==> src/rtl/ro_pkg.sv <==
// Shared constants and helpers for the gray-slotted TDM readout.
// Holds the slot-index and binary-to-gray functions used by the counter and the top.
package ro_pkg;

  localparam int RO_GRAY_W_MAX = 19;
  localparam int RO_IDX_W      = 5;

  // Gray code of a zero-extended binary count.
  function automatic logic [RO_GRAY_W_MAX-1:0] bin2gray(input logic [RO_GRAY_W_MAX-1:0] bin);
    return bin ^ (bin >> 1);
  endfunction

  // Index of the lowest zero among the low n_ch bits of b; all-ones maps to n_ch-1.
  // This is the gray bit that toggles on the b -> b+1 step.
  function automatic logic [RO_IDX_W-1:0] ro_slot_idx(input logic [RO_GRAY_W_MAX-1:0] b,
                                                      input int n_ch);
    logic [RO_IDX_W-1:0] idx;
    logic                found;
    idx   = RO_IDX_W'(n_ch - 1);
    found = 1'b0;
    for (int i = 0; i < RO_GRAY_W_MAX; i++) begin
      if (!found && (i < n_ch) && !b[i]) begin
        idx   = RO_IDX_W'(i);
        found = 1'b1;
      end
    end
    return idx;
  endfunction

endpackage

==> src/rtl/ro_tdm_readout_if.sv <==
// Output bus from the TDM readout to the off-chip serializer.
// Optional RO_CH_TAG_EN adds out_ch, the channel index of the slot just read.
interface ro_tdm_readout_if #(
  parameter int N_CH = 8
);
  localparam int CH_W = $clog2(N_CH);

  // out_valid qualifies out_* for exactly the one cycle it is high. There is no
  // ready: the serializer must take every valid cycle, since a slot never repeats.
  logic            out_valid;
  logic            out_eve;
  logic            out_pol_eve;
  logic            out_ovf;
`ifdef RO_CH_TAG_EN
  logic [CH_W-1:0] out_ch;
`endif

  modport master (
    output out_valid,
    output out_eve,
    output out_pol_eve,
`ifdef RO_CH_TAG_EN
    output out_ch,
`endif
    output out_ovf
  );

  modport slave (
    input out_valid,
    input out_eve,
    input out_pol_eve,
`ifdef RO_CH_TAG_EN
    input out_ch,
`endif
    input out_ovf
  );

endinterface

==> src/rtl/ro_gray_count.sv <==
// Binary + gray counter with enable and asynchronous active-low reset.
// gray is registered alongside b so exactly one gray bit changes per advance.
module ro_gray_count
  import ro_pkg::*;
#(
  parameter int N = 8
) (
  input  logic         clk,
  input  logic         rstb,
  input  logic         en,
  output logic [N-1:0] b,
  output logic [N-1:0] gray
);

  logic [N-1:0]             b_next;
  logic [N-1:0]             gray_next;
  logic [RO_GRAY_W_MAX-1:0] b_next_ext;
  logic [RO_GRAY_W_MAX-1:0] gray_ext;

  always_comb begin
    b_next              = b + N'(1);
    b_next_ext          = '0;
    b_next_ext[N-1:0]   = b_next;
    gray_ext            = bin2gray(b_next_ext);
    gray_next           = gray_ext[N-1:0];
  end

  always_ff @(posedge clk or negedge rstb) begin
    if (!rstb) begin
      b    <= '0;
      gray <= '0;
    end else if (en) begin
      b    <= b_next;
      gray <= gray_next;
    end
  end

endmodule

==> src/rtl/ro_tdm_readout.sv <==
// N-channel gray-slotted time-division readout with per-channel sticky event latches.
// Define RO_CH_TAG_EN to also emit out_ch, the index of the channel read each slot.
module ro_tdm_readout
  import ro_pkg::*;
#(
  parameter int N_CH = 8
) (
  input  logic              clk_master,
  input  logic              rstb,
  input  logic              ro_en,
  input  logic [N_CH-1:0]   in_eve,
  input  logic [N_CH-1:0]   in_pol_eve,
  output logic [N_CH-1:0]   gray,
  ro_tdm_readout_if.master  ro_bus
);

  localparam int CH_W = $clog2(N_CH);

  logic [N_CH-1:0]          b;
  logic [N_CH-1:0]          lat_e;
  logic [N_CH-1:0]          lat_p;
  logic [N_CH-1:0]          ovf;
  logic [N_CH-1:0]          slot_oh;
  logic [N_CH-1:0]          ovf_hit;
  logic [RO_GRAY_W_MAX-1:0] b_ext;
  logic [RO_IDX_W-1:0]      slot_ext;
  logic [CH_W-1:0]          s;

  ro_gray_count #(.N(N_CH)) u_count (
    .clk  (clk_master),
    .rstb (rstb),
    .en   (ro_en),
    .b    (b),
    .gray (gray)
  );

  always_comb begin
    b_ext            = '0;
    b_ext[N_CH-1:0]  = b;
    slot_ext         = ro_slot_idx(b_ext, N_CH);
    s                = slot_ext[CH_W-1:0];
    slot_oh          = '0;
    slot_oh[s]       = 1'b1;
    // A second event arriving on a channel whose latch is already full is lost.
    ovf_hit          = (lat_e & in_eve) | (lat_p & in_pol_eve);
  end

  always_ff @(posedge clk_master or negedge rstb) begin
    if (!rstb) begin
      lat_e <= '0;
      lat_p <= '0;
      ovf   <= '0;
    end else if (ro_en) begin
      // The slot channel reports its same-edge input directly, so it is not retained.
      lat_e <= (lat_e | in_eve)     & ~slot_oh;
      lat_p <= (lat_p | in_pol_eve) & ~slot_oh;
      ovf   <= (ovf | ovf_hit)      & ~slot_oh;
    end else begin
      lat_e <= lat_e | in_eve;
      lat_p <= lat_p | in_pol_eve;
      ovf   <= ovf | ovf_hit;
    end
  end

  always_ff @(posedge clk_master or negedge rstb) begin
    if (!rstb) begin
      ro_bus.out_valid   <= 1'b0;
      ro_bus.out_eve     <= 1'b0;
      ro_bus.out_pol_eve <= 1'b0;
      ro_bus.out_ovf     <= 1'b0;
    end else if (ro_en) begin
      ro_bus.out_valid   <= 1'b1;
      ro_bus.out_eve     <= lat_e[s] | in_eve[s];
      ro_bus.out_pol_eve <= lat_p[s] | in_pol_eve[s];
      ro_bus.out_ovf     <= ovf[s];
    end else begin
      ro_bus.out_valid   <= 1'b0;
      ro_bus.out_eve     <= 1'b0;
      ro_bus.out_pol_eve <= 1'b0;
      ro_bus.out_ovf     <= 1'b0;
    end
  end

`ifdef RO_CH_TAG_EN
  always_ff @(posedge clk_master or negedge rstb) begin
    if (!rstb) begin
      ro_bus.out_ch <= '0;
    end else if (ro_en) begin
      ro_bus.out_ch <= s;
    end else begin
      ro_bus.out_ch <= '0;
    end
  end
`endif

endmodule

==> src/flat_wrapper.sv <==
// flat-port wrapper written by rule: the top's interface ports become plain ports
module ro_tdm_readout_flat import ro_pkg::*;
#(
  parameter int N_CH = 8
)
  (clk_master, rstb, ro_en, in_eve, in_pol_eve, gray, ro_bus_out_valid, ro_bus_out_eve, ro_bus_out_pol_eve, ro_bus_out_ovf);
  ro_tdm_readout_if #(.N_CH(N_CH)) ro_bus_i ();
  input  logic clk_master;
  input  logic rstb;
  input  logic ro_en;
  input  logic [N_CH-1:0] in_eve;
  input  logic [N_CH-1:0] in_pol_eve;
  output logic [N_CH-1:0] gray;
  output wire logic [$bits(ro_bus_i.out_valid)-1:0] ro_bus_out_valid;
  output wire logic [$bits(ro_bus_i.out_eve)-1:0] ro_bus_out_eve;
  output wire logic [$bits(ro_bus_i.out_pol_eve)-1:0] ro_bus_out_pol_eve;
  output wire logic [$bits(ro_bus_i.out_ovf)-1:0] ro_bus_out_ovf;
  assign ro_bus_out_valid = ro_bus_i.out_valid;
  assign ro_bus_out_eve = ro_bus_i.out_eve;
  assign ro_bus_out_pol_eve = ro_bus_i.out_pol_eve;
  assign ro_bus_out_ovf = ro_bus_i.out_ovf;
  ro_tdm_readout #(.N_CH(N_CH)) u_core (.clk_master(clk_master), .rstb(rstb), .ro_en(ro_en), .in_eve(in_eve), .in_pol_eve(in_pol_eve), .gray(gray), .ro_bus(ro_bus_i));
endmodule
==> config.mk <==
export PLATFORM = sky130hd
export DESIGN_NAME = ro_tdm_readout_flat
export DESIGN_NICKNAME = d
export VERILOG_FILES = /design/src/rtl/ro_pkg.sv /design/src/rtl/ro_tdm_readout_if.sv /design/src/rtl/ro_gray_count.sv /design/src/rtl/ro_tdm_readout.sv /design/src/flat_wrapper.sv
export SDC_FILE = /design/constraint.sdc
export NUM_CORES = 1
export LEC_CHECK = 0
export ABC_AREA = 1
export BUFFER_PORTS_ARGS = -buffer_cell sky130_fd_sc_hd__buf_4
export CAP_MARGIN = 30
export CORE_UTILIZATION = 52
export CTS_CLUSTER_DIAMETER = 40
export DETAILED_ROUTE_END_ITERATION = 12
export PLACE_DENSITY = 0.87
export SYNTH_ARGS = -nofsm -noshare
export SYNTH_HDL_FRONTEND = slang
export SYNTH_HIERARCHICAL = 1
export SYNTH_SLANG_ARGS = --single-unit
==> constraint.sdc <==
create_clock -name clk_master -period 1.5 [get_ports clk_master]
set_input_delay 0.075 -clock clk_master [delete_from_list [all_inputs] [get_ports clk_master]]
set_output_delay 0.075 -clock clk_master [all_outputs]
set_load 0.02 [all_outputs]
== Word-level counts from Yosys, hierarchy flattened ==
Index checks and enable logic that the tools add are counted.

* Bitwise logic cells: 13
* Add/sub/neg operators: 1
* Reduce and logical (&&, ||, !) cells: 21
* Order comparisons: 2
* Muxes and demuxes: 34

{| class="wikitable"
|+ Operator list
! kind !! number
|-
| 8-bit bitwise AND || 5
|-
| 8-bit bitwise OR || 4
|-
| 3-bit two-way mux || 8
|-
| 8-bit two-way mux || 3
|-
| 1-bit two-way mux || 17
|-
| 1-bit binary-select mux with 3-bit select || 5
|-
| 1-bit logical NOT || 13
|-
| 8-bit by 1-bit adder with 8-bit output (second input constant) || 1
|-
| 1-bit logical AND || 8
|-
| 8-bit NOT || 1
|-
| 8-bit by 7-bit XOR with 8-bit output || 1
|-
| 3-bit by 4-bit less-than comparator with 1-bit output (second input constant) || 1
|-
| 1-bit demux with 3-bit select || 1
|-
| 3-bit by 1-bit >= comparator with 1-bit output (second input constant) || 1
|-
| 1-bit bitwise OR || 2
|}

* Register bits after elaboration: 44
* Output and inout bits: 12

== Depth between registers and ports, before layout ==
Gate-level depths: netlist of run 1.

* Depth after elaboration: 28
* Mapped depth: 12
* Mapped depth without buffers: 11

== Modules after synthesis ==
Netlist of run 1, hierarchy kept.

{| class="wikitable"
|+ Modules (own cells, without submodules)
! module !! area each (um^2) !! instances !! seq. area each (um^2) !! cells each
|-
| ro_tdm_readout || 1565.3 || 1 || 700.7 || 211
|-
| ro_gray_count || 810.8 || 1 || 375.4 || 110
|}

== Worst setup path before layout of run 1 ==
Ideal clock, no wire load.

* Kind: reg2reg
* From: reg u_core.u_count.b[2]
* To: reg u_core.ovf[2]
* Library setup time: 127 ps
* Setup slack: 0 ps
* Data required time: 1373 ps
* Path buffers: 1
* Clock period less this slack: 1500 ps
* Cell stages (with the launch flop): 9
* Data arrival time: 1373 ps
* Path through: dfrtp_1 -> nand2_1 -> nor2_8 -> nand4_2 -> nand2_2 -> buf_4 -> nand2_1 -> nor2_1 -> nor2_1

* Word-level cells in the longest chain between the ends: 25

{| class="wikitable"
|+ Ends and longest elaborated chain
! what !! line !! RTL
|-
| start: declaration || ro_gray_count.sv:11 || <nowiki>output logic [N-1:0] b,</nowiki>
|-
| start signal: assignment || ro_gray_count.sv:33 || <nowiki>b <= b_next;</nowiki>
|-
| 1-bit logical NOT * || ro_pkg.sv:22 || <nowiki>if (!found && (i < n_ch) && !b[i]) begin</nowiki>
|-
| 1-bit logical AND * || ro_pkg.sv:22 ||
|-
| 1-bit two-way mux || ro_pkg.sv:22 ||
|-
| 1-bit logical NOT || ro_pkg.sv:22 ||
|-
| 1-bit logical AND || ro_pkg.sv:22 ||
|-
| 1-bit two-way mux || ro_pkg.sv:22 ||
|-
| 1-bit logical NOT || ro_pkg.sv:22 ||
|-
| 1-bit logical AND || ro_pkg.sv:22 ||
|-
| [... 9 more ...] || - ||
|-
| 3-bit two-way mux * || ro_pkg.sv:22 ||
|-
| 3-bit by 4-bit less-than comparator with 1-bit output (implied by the code) / 3-bit by 1-bit >= comparator with 1-bit output (equally long branches) || ro_tdm_readout.sv:43 || <nowiki>slot_oh[s] = 1'b1;</nowiki>
|-
| 1-bit logical AND (implied by the code) || ro_tdm_readout.sv:43 ||
|-
| 1-bit two-way mux (implied by the code) || ro_tdm_readout.sv:43 ||
|-
| 1-bit demux with 3-bit select * || - ||
|-
| 8-bit NOT * || ro_tdm_readout.sv:57 || <nowiki>ovf <= (ovf | ovf_hit) & ~slot_oh;</nowiki>
|-
| 8-bit bitwise AND * || ro_tdm_readout.sv:57 ||
|-
| 8-bit two-way mux * || ro_tdm_readout.sv:53 || <nowiki>end else if (ro_en) begin</nowiki>
|-
| end signal: assignment || ro_tdm_readout.sv:57 ||
|-
| end signal: assignment || ro_tdm_readout.sv:61 || <nowiki>ovf <= ovf | ovf_hit;</nowiki>
|-
| end: declaration || ro_tdm_readout.sv:22 || <nowiki>logic [N_CH-1:0] ovf;</nowiki>
|}

Every way passes the cells marked *; elsewhere a longest branch is shown, timed or not.
A chain may end at the register's enable or synchronous reset.

== Worst setup path after layout of run 1 ==
* From: reg u_core.u_count.b[1]
* To: reg u_core.ro_bus.out_pol_eve

* Word-level cells in the longest chain between the ends: 25

{| class="wikitable"
|+ Ends and longest elaborated chain
! what !! line !! RTL
|-
| 1-bit logical NOT * || ro_pkg.sv:22 ||
|-
| 1-bit logical AND * || ro_pkg.sv:22 ||
|-
| 1-bit two-way mux || ro_pkg.sv:22 ||
|-
| 1-bit logical NOT || ro_pkg.sv:22 ||
|-
| 1-bit logical AND || ro_pkg.sv:22 ||
|-
| 1-bit two-way mux || ro_pkg.sv:22 ||
|-
| 1-bit logical NOT || ro_pkg.sv:22 ||
|-
| 1-bit logical AND || ro_pkg.sv:22 ||
|-
| [... 9 more ...] || - ||
|-
| 1-bit two-way mux || ro_pkg.sv:22 ||
|-
| 1-bit logical NOT || ro_pkg.sv:22 ||
|-
| 1-bit logical AND || ro_pkg.sv:22 ||
|-
| 3-bit two-way mux * || ro_pkg.sv:22 ||
|-
| 1-bit binary-select mux with 3-bit select || ro_tdm_readout.sv:74 || <nowiki>ro_bus.out_pol_eve <= lat_p[s] | in_pol_eve[s];</nowiki>
|-
| 1-bit two-way mux (implied by the code) || ro_tdm_readout.sv:74 ||
|-
| 1-bit bitwise OR * || ro_tdm_readout.sv:74 ||
|-
| 1-bit two-way mux * || ro_tdm_readout.sv:71 || <nowiki>end else if (ro_en) begin</nowiki>
|-
| end signal: assignment || ro_tdm_readout.sv:74 ||
|-
| end: declaration || ro_tdm_readout_if.sv:21 || <nowiki>output out_pol_eve,</nowiki>
|}

Every way passes the cells marked *; elsewhere a longest branch is shown, timed or not. The select of a mux whose other input is x is not followed.

==> results.ini, run 1 <==
[run_status]
outcome=finished with violations
violated_checks=negative setup slack

[sta]
fin_crit_sh_pct=108
slew_viol_final=0
post-route-worst-setup-slack_ns=-0.114
rsz0062_at_grt=true
post-route-min-period_ns=1.61
timing.final.setup_violations=23
timing.max_slew.rel_slack_pct=63.6
tightest_slew_ns=0.546
tns_ns=-0.965
max_freq_mhz=620
timing.final.hold_violations=0
final.setup_skew_ns=0.00780

[logic_synthesis]
synth.area.top_cells=sky130_fd_sc_hd__dfrtp_1 (45%), sky130_fd_sc_hd__nand2_1 (13%), sky130_fd_sc_hd__nand3_1 (8.8%)
synthesis.area_per_instance_um2=7.40
synth_sequential_area_ratio_pct=45.3
post_synth_num_cell_types=35
yosys_warnings=6
async_s_r_ff_share_synth_pct=100
register_bit_count_reported_by_yosys=43
synth_largest_area_cell=sky130_fd_sc_hd__dfrtp_1
ys_top_cells_by_count=sky130_fd_sc_hd__nand2_1 (84), sky130_fd_sc_hd__nor2_1 (56), sky130_fd_sc_hd__dfrtp_1 (43)
synth-main-ff-cell=sky130_fd_sc_hd__dfrtp_1
yosys.cell_count.top_type=sky130_fd_sc_hd__nand2_1
post_synthesis_instance_area_um2=2380
synth_fp_nets=341
synth_edf_count=0
post-synth-top-area-fraction_pct=45.3
syn_inst=321

[drt]
first_iter_violations=166
remaining_drc_errors=0
via_per_inst=5.45
vias=2277
detail_route.wl_per_cell_um=13.2
detail-route-antenna-nets=0
detail_route.first_pass.iterations=4
drt_wl_total_mm=5.51

[clock_tree]
cts.reportedPaths.clkPinSlew_ns=0.08
cts.htree.levels=2
cts.sinks=43
clk_path_buf_depth=2
ctsRootBufferMaster=sky130_fd_sc_hd__clkbuf_8
insertion_delay_ns=0.29
cts_made_buffers=5
tritoncts=built

[setup_path]
slack_of_the_worst_reg_to_reg_path_ns=-0.11
path_max_fanout=11
worstPathArrival_ns=1.80
worst-setup-path-type=register to register
crit_path_start=u_core/u_count/b[1]
category_of_the_worst_setup_path_launch_point=register
worst_r2r_startpoint=u_core/u_count/b[1]
crit_path_end=u_core/ro_bus.out_pol_eve
worst_ep_required_time_ns=1.69
worstReg2RegEnd=u_core/ro_bus.out_pol_eve
worst_r2r_path_depth=11
setup.worst_path.end_class=register

[placed_design]
place_hpwl_mm=3.75
place.detailed.instances=408
gp_routability_congestion=0.881
numPortBuffers=30

[die]
floorplan.initialDensity_pct=54.2
ioPinCount=31
design.core.area_um2=4380
floorplan.die_area_um2=4840
chipHeight_um=69.6
die_w_um=69.6
rows=24

[pwr]
power_leakage_uw=0.00144
net-switching-power_uw=1660
clkPwrFrac_pct=16.4
switching_share_pct=39.8
comb_power_share_pct=46.1
internal-power_uw=2520
totalPowerFinal_uw=4180
power_per_cell_area_nw_per_um2=1400
power.ir.vdd_worst_uv=1020
relative_contribution_of_sequential_cells_to_total_power_pct=37.5

[layout]
final_core_utilization_pct=68.2
final_cell_count_no_fill=418
insertedDiodeCount=0
num-nets-final=387
syn2layout_area_growth_pct=25.9
layout-drive-gt1-share_pct=25.7

[job]
max-cap-violations=0

[global_routing]
grt_max_degree=44
grt_pass1_wl_mm=8.94
first_global_vias=2170
number_of_antenna_violations_at_the_first_check_in_global_routing=0
globalRoute.totalOverflow=0
grtUsageTotal_pct=23.0

[worst_hold_path]
worst_hold_path_type=primary input to register

-- cells in the final DEF, fill, tap and decap left out, types with 6 or more instances in the layout --
master,count
sky130_fd_sc_hd__inv_1,32
sky130_fd_sc_hd__dfrtp_1,43
sky130_fd_sc_hd__nand2_2,10
sky130_fd_sc_hd__nor2_1,47
sky130_fd_sc_hd__nand2_1,75
sky130_fd_sc_hd__nand3_1,38
sky130_fd_sc_hd__nor2_2,8
sky130_fd_sc_hd__a221oi_1,6
sky130_fd_sc_hd__a21oi_1,7
sky130_fd_sc_hd__buf_4,42
-- metrics by stage --
stage	instance area [um2]	hold WS [ns]	worst slack, ns
4_1_cts	2850	0.0179	-0.0128
5_1_grt	2990	0.0345	-0.181
3_5_place_dp	2730	0.101	-0.0635
3_3_place_gp	2730	0.0922	0.0192
6_report	2990	0.0228	-0.114
2_1_floorplan	2380	-0.221	0.000169
-- power groups by stage --
stage / registers (uW) / clock network, uW / logic [uW]
after global routing: 1600 / 724 / 2110
after floorplan: 1720 / 0 / 889
after CTS: 1560 / 696 / 1680
after global placement: 1560 / 0 / 1590
after detailed placement: 1570 / 0 / 1640
final: 1570 / 684 / 1930
-- layer usage --
metal,GRT usage [%],up-vias,part of all wire (%),routed length (um)
met3,4.36,13,5.0,273
li1,-,1117,-,-
met2,40.7,69,51,2820
met4,9.07,0,1.3,71
met5,0,-,0,0
met1,27.3,1078,42,2340
-- cells by family (layout without fill, tap and decap cells) --
logic type               Yosys count  after routing  synth area share (%)
AND/OR/NAND/NOR                  197            197                  36.5
adder cells (fa/ha/maj)            1              1                 0.527
buffers and inverters             49             94                  8.85
AO/OA/AOI/OAI                     31             31                  8.79
flip-flops                        43             43                  45.3
-- critical path: stages, from the launching register on --
cell and delay [ns]:
sky130_fd_sc_hd__dfrtp_1 0.42, sky130_fd_sc_hd__nand2_4 0.13, sky130_fd_sc_hd__nor2_8 0.06, sky130_fd_sc_hd__a21oi_4 0.18, sky130_fd_sc_hd__nand2_4 0.10, sky130_fd_sc_hd__clkbuf_16 0.18
sky130_fd_sc_hd__nand2_1 0.07, sky130_fd_sc_hd__nand3_1 0.07, sky130_fd_sc_hd__nand2_1 0.09, sky130_fd_sc_hd__clkinv_1 0.08, sky130_fd_sc_hd__nand2_1 0.08, sky130_fd_sc_hd__a21oi_2 0.05
-- final cells by class --
type	instances	area, um2
clock buffer	6	72.6
fill	351	1390
inverter	38	143
multi-input combinational	229	1210
sequential	43	1080
tap	52	65.1
timing repair buffer	50	427
-- flip-flops by register name, indices dropped and copies added (netlist names) --
signal and flops:
u_core/ro_bus.out_pol_eve 1, u_core/ovf 8, u_core/u_count/gray 8, u_core/lat_e 8, u_core/u_count/b 7, u_core/ro_bus.out_eve 1
u_core/ro_bus.out_valid 1, u_core/lat_p 8, u_core/ro_bus.out_ovf 1
-- worst min-delay path by stage --
stage | start | end | slack, ns | cells past startpoint
finish | in_pol_eve[6] | u_core/lat_p[6] | 0.02 | 3
global route | in_eve[4] | u_core/lat_e[4] | 0.03 | 3
CTS | in_eve[6] | u_core/lat_e[6] | 0.02 | 3
detailed placement | rstb | u_core/lat_e[2] | 0.10 | 1
global placement | rstb | u_core/lat_e[2] | 0.09 | 1
floorplan | rstb | u_core/lat_e[0] | -0.22 | 0
-- timing repair --
item / in CTS / in global routing
endpoints found under the setup margin: 20 / 29
pin swaps: 3 / 9
hold endpoints to repair: 43 / 0
cloned: 0 / 1
gates resized for setup: 7 / 32
hold buffers: 1 / 0
setup buffers: 0 / 2
No activity file was read; power rests on OpenSTA's default activity.
==> inputs of run 2 (changes only) <==
--- a/config.mk
+++ b/config.mk
@@ -12,4 +12,5 @@
 export CTS_CLUSTER_DIAMETER = 40
 export DETAILED_ROUTE_END_ITERATION = 12
+export HOLD_SLACK_MARGIN = 0.12
 export PLACE_DENSITY = 0.87
 export SYNTH_ARGS = -nofsm -noshare
@@ -17,2 +18,3 @@
 export SYNTH_HIERARCHICAL = 1
 export SYNTH_SLANG_ARGS = --single-unit
+export TNS_END_PERCENT = 10
==> constraint.sdc (replaced) <==
create_clock -name clk_master -period 1.5 [get_ports clk_master]
set_input_delay 0.15 -clock clk_master [delete_from_list [all_inputs] [get_ports clk_master]]
set_output_delay 0.15 -clock clk_master [all_outputs]
set_load 0.02 [all_outputs]
==> results.ini, run 2 (synthesis gave the netlist of run 1 again) <==
[die]
ioPinCount=31
floorplan.initialDensity_pct=54.2
floorplan.die_area_um2=4840
chipHeight_um=69.6
rows=24
die_w_um=69.6
design.core.area_um2=4380

[placed_design]
placed_area_um2=2740
place_hpwl_mm=3.87
place.detailed.instances=409
gp_routability_congestion=0.885
numPortBuffers=30
post-place-ws_ns=-0.0480

[clock_tree]
tritoncts=built
clk_path_buf_depth=2
insertion_delay_ns=0.30
cts.htree.levels=2
cts_made_buffers=5
cts.reportedPaths.clkPinSlew_ns=0.08
cts.sinks=43
ctsRootBufferMaster=sky130_fd_sc_hd__clkbuf_8

[setup_path]
critical_path.slowest_cell=sky130_fd_sc_hd__dfrtp_1
category_of_the_worst_setup_path_launch_point=register
path_cells=nand2_2 > nor2_8 > nand4_4 > nand2_2 > buf_12 > nand2_1 > nor2_1 > nor2_1
worstPathArrival_ns=1.73
cpPeakStageDelay_ns=0.41
slack_of_the_worst_reg_to_reg_path_ns=-0.05
worst_ep_required_time_ns=1.68
path_max_fanout=22
crit_buf_inv=1
setup.worst_path.end_class=register
worst-setup-path-type=register to register
cpLargestDelayFamily=simple AND/OR/NAND/NOR gates

[worst_hold_path]
worst_hold_path_type=primary input to register

[run_status]
outcome=finished with violations
violated_checks=negative setup slack

[layout]
layout.cell_area.non_filler_um2=3080
final_cell_count_no_fill=433
final_cell_mix=sky130_fd_sc_hd__nand2_1 (81), sky130_fd_sc_hd__nor2_1 (50), sky130_fd_sc_hd__buf_4 (43), sky130_fd_sc_hd__dfrtp_1 (43), sky130_fd_sc_hd__nand3_1 (41)
num-nets-final=400
insertedDiodeCount=0
layout-drive-gt1-share_pct=21.5
syn2layout_area_growth_pct=29.6
final_common_cell=sky130_fd_sc_hd__nand2_1

[sta]
rsz0062_at_grt=true
max_freq_mhz=645
post-route-min-period_ns=1.55
fin_crit_sh_pct=103
whs_ns=0.123
final.setup_skew_ns=0.0132
timing.max_slew.rel_slack_pct=64.6
timing.final.hold_violations=0
post-route-worst-setup-slack_ns=-0.0503
timing.final.setup_violations=7
slew_viol_final=0
tightest_slew_ns=0.531

[pwr]
totalPowerFinal_uw=4300
power.ir.vdd_worst_uv=864
power_leakage_uw=0.00150
power_per_cell_area_nw_per_um2=1400

[drt]
remaining_drc_errors=0
detail-route-antenna-nets=0
detail_route.wl_per_cell_um=12.4
drt_wl_total_mm=5.36
detail_route.first_pass.iterations=4
via_per_inst=5.32
vias=2302
first_iter_violations=130

[job]
max-cap-violations=0

[global_routing]
grt_pass1_wl_mm=9.47
grt_max_degree=44
grtUsageTotal_pct=24.3
first_global_vias=2220
globalRoute.totalOverflow=0
number_of_antenna_violations_at_the_first_check_in_global_routing=0

## run 2: layer usage
metal / track usage, % / vias to the layer above / routed length [um]
met5: 0 / - / 0
met4: 11.1 / 0 / 134
met3: 5.52 / 16 / 233
met2: 39.9 / 64 / 2710
met1: 30.5 / 1071 / 2280
li1: - / 1151 / -
## run 2: path summary, 6_finish.rpt
check,from,endpoint,cells past startpoint
max,u_core/u_count/b[2],u_core/lat_e[4],8
max in group asynchronous,rstb,u_core/lat_p[1],2
min reg2reg,u_core/u_count/gray[5],u_core/u_count/gray[5],2
max reg2reg,u_core/u_count/b[2],u_core/lat_e[4],8
min in group asynchronous,rstb,u_core/ovf[0],2
min,in_eve[4],u_core/lat_e[4],3
## run 2: through the flow
step / utilization, % / TNS (ns)
floorplan: - / 0
global placement: 62.5 / 0
detailed placement: 62.5 / -0.154
CTS: 69.7 / -0.215
global route: 70.3 / -2.37
finish: 70.3 / -0.224
## run 2: repair_timing
action,4_1_cts,5_1_grt
pin swaps,7,4
endpoints found under the setup margin,17,29
gates resized for setup,10,11
hold buffers,14,0
setup buffers,2,0
endpoints found under the hold margin,54,0
## run 2: report_power, final
part,switching (uW),internal (uW),leakage [uW]
Sequential,166,1390,0.000464
Clock,405,539,0.0000612
Combinational,1030,770,0.000978
## run 2: final cells by class
cell class / instances / area (um2)
fill: 361 / 1300
tap: 52 / 65.1
clock inverter: 2 / 35.0
multi-input combinational: 229 / 1140
inverter: 38 / 143
timing repair buffer: 63 / 539
sequential: 43 / 1080
clock buffer: 6 / 82.6
## run 2: worst register-to-register path: stages (launching register included)
cell,delay (ns)
sky130_fd_sc_hd__dfrtp_1,0.41
sky130_fd_sc_hd__nand2_2,0.11
sky130_fd_sc_hd__nor2_8,0.16
sky130_fd_sc_hd__nand4_4,0.10
sky130_fd_sc_hd__nand2_2,0.11
sky130_fd_sc_hd__buf_12,0.15
sky130_fd_sc_hd__nand2_1,0.12
sky130_fd_sc_hd__nor2_1,0.21
sky130_fd_sc_hd__nor2_1,0.07
==> inputs of run 3 (changes only) <==
CELL_PAD_IN_SITES_DETAIL_PLACEMENT = 2   (was default)
CELL_PAD_IN_SITES_GLOBAL_PLACEMENT = 2   (was default)
CORE_UTILIZATION = 29   (was 52)
PLACE_DENSITY = 0.85   (was 0.87)
==> results.ini, run 3 (synthesis gave the netlist of run 1 again) <==
[setup_path]
worst_ep_required_time_ns=1.73
path_max_fanout=5
worst_r2r_path_depth=10
worst_r2r_startpoint=u_core/u_count/b[1]
path_cells=nand2_4 > nor2_8 > a21oi_4 > nand2_4 > clkbuf_16 > nand2_2 > nand3_2 > nand2_2 > nor2_1 > a21oi_2
category_of_the_worst_setup_path_launch_point=register
cpPeakStageDelay_ns=0.45
worstPathArrival_ns=1.89
slack_of_the_worst_reg_to_reg_path_ns=-0.16
setup.worst_path.end_class=register
worstReg2RegEnd=u_core/ro_bus.out_pol_eve
critical_path.slowest_cell=sky130_fd_sc_hd__dfrtp_2
worst-setup-path-type=register to register

[global_routing]
globalRoute.totalOverflow=0
first_global_vias=2576
grtUsageTotal_pct=18.7
grt_pass1_wl_mm=12.7
grt_max_degree=44
number_of_antenna_violations_at_the_first_check_in_global_routing=0

[worst_hold_path]
hold-path-cell-count=3
hold_start=in_pol_eve[6]
worst_hold_path_type=primary input to register
min_delay_worst_endpoint=u_core/lat_p[6]

[clock_tree]
tritoncts=built
cts.htree.levels=2
ctsRootBufferMaster=sky130_fd_sc_hd__clkbuf_8
insertion_delay_ns=0.29
cts_made_buffers=5
cts.reportedPaths.clkPinSlew_ns=0.08
clk_path_buf_depth=2
cts.sinks=43

[sta]
slew_viol_final=0
timing.max_slew.rel_slack_pct=61.3
rsz0062_at_grt=true
post-route-min-period_ns=1.66
whs_ns=0.123
timing.final.hold_violations=0
timing.final.setup_violations=21
tightest_slew_ns=0.580
final.setup_skew_ns=0.00557
max_freq_mhz=602
post-route-worst-setup-slack_ns=-0.162
fin_crit_sh_pct=111

[run_status]
outcome=finished with violations
violated_checks=negative setup slack

[drt]
detail_route.first_pass.iterations=4
remaining_drc_errors=0
first_iter_violations=48
drt_wl_total_mm=8.18
detail-route-antenna-nets=0
vias=2393
detail_route.wl_per_cell_um=16.9
via_per_inst=4.94

[pwr]
power.ir.vdd_worst_uv=777
power_per_cell_area_nw_per_um2=1380
power_leakage_uw=0.00154

[placed_design]
place_hpwl_mm=5.41
gp_routability_congestion=0.774
numPortBuffers=30

[die]
floorplan.initialDensity_pct=30.4
rows=32
chipHeight_um=92.5
die_w_um=92.5
design.core.area_um2=7810
floorplan.die_area_um2=8560
ioPinCount=31

[layout]
final_core_utilization_pct=42.5
syn2layout_area_growth_pct=39.7
final_common_cell=sky130_fd_sc_hd__nand2_1
final_cell_mix=sky130_fd_sc_hd__nand2_1 (61), sky130_fd_sc_hd__buf_4 (49), sky130_fd_sc_hd__nor2_1 (46), sky130_fd_sc_hd__dfrtp_1 (41), sky130_fd_sc_hd__inv_1 (32)
insertedDiodeCount=0
layout-drive-gt1-share_pct=34.6
final.fill_count=893
num-nets-final=402

[job]
max-cap-violations=0

## run 3: cell types whose count changed in the layout (fill, tap and decap cells not counted), moves of 6 or more
cell / change
sky130_fd_sc_hd__nand2_2: +16
sky130_fd_sc_hd__dlygate4sd3_1: -6
sky130_fd_sc_hd__nand2_1: -20
sky130_fd_sc_hd__nand3_1: -12
sky130_fd_sc_hd__nand3_2: +11
sky130_fd_sc_hd__buf_4: +6
## run 3: final cells by class
cell class                 count  area, um2  share of cell area (%)
inverter                      38        145                    4.37
tap                          102        128                    3.84
sequential                    43       1080                    32.5
clock buffer                   6       82.6                    2.49
timing repair buffer          65        574                    17.3
clock inverter                 1       5.00                   0.151
multi-input combinational    229       1310                    39.4
## run 3: metrics by stage
stage / area (um2) / instances / setup slack [ns] / power (uW) / TNS (ns)
after CTS: 3090 / 479 / -0.148 / 4270 / -2.00
final: 3320 / 484 / -0.162 / 4590 / -1.93
after floorplan: 2380 / 321 / 0.000169 / 2600 / 0
after detailed placement: 2830 / 463 / -0.172 / 3350 / -3.34
after global placement: 2830 / 463 / -0.105 / 3260 / -1.63
after global routing: 3320 / 484 / -0.272 / 4880 / -3.95
## run 3: worst max-delay path by stage
| stage | slack (ns) | start | cells past startpoint | end |
|---|---|---|---|---|
| floorplan | 0.0002 | u_core/u_count/b[2] | 8 | u_core/ovf[2] |
| global placement | -0.11 | u_core/u_count/b[1] | 11 | u_core/ro_bus.out_pol_eve |
| detailed placement | -0.17 | u_core/u_count/b[2] | 11 | u_core/ro_bus.out_pol_eve |
| CTS | -0.15 | u_core/u_count/b[1] | 11 | u_core/ro_bus.out_pol_eve |
| global route | -0.27 | u_core/u_count/b[2] | 11 | u_core/ro_bus.out_pol_eve |
| finish | -0.16 | u_core/u_count/b[1] | 10 | u_core/ro_bus.out_pol_eve |
## run 3: repair_timing
action	4_1_cts	5_1_grt
endpoints found under the hold margin	50	0
gates resized for setup	27	43
hold buffers	8	0
pin swaps	9	11
buffers inserted	1	2
endpoints found under the setup margin	29	31
gates cloned	0	3
## run 3: worst max-delay path, delay by kind of cell (launching register included)
kind / cells / cell delay (ns)
simple gates: 7 / 0.60
flops: 1 / 0.45
compound gates: 2 / 0.35
buf+inv: 1 / 0.19
## run 3: routing by layer
layer / track usage, % / wire, um / vias to the layer above
met5: 0 / 0 / -
met4: 3.91 / 125 / 0
met3: 2.79 / 165 / 8
met2: 35.2 / 4410 / 30
met1: 22.2 / 3480 / 1206
li1: - / - / 1149
## run 3: where the power goes
group / leakage (uW) / total (uW) / internal, uW / switching [uW]
clock network: 0.0000470 / 762 / 362 / 400
registers: 0.000461 / 1580 / 1390 / 184
logic: 0.00103 / 2250 / 944 / 1300
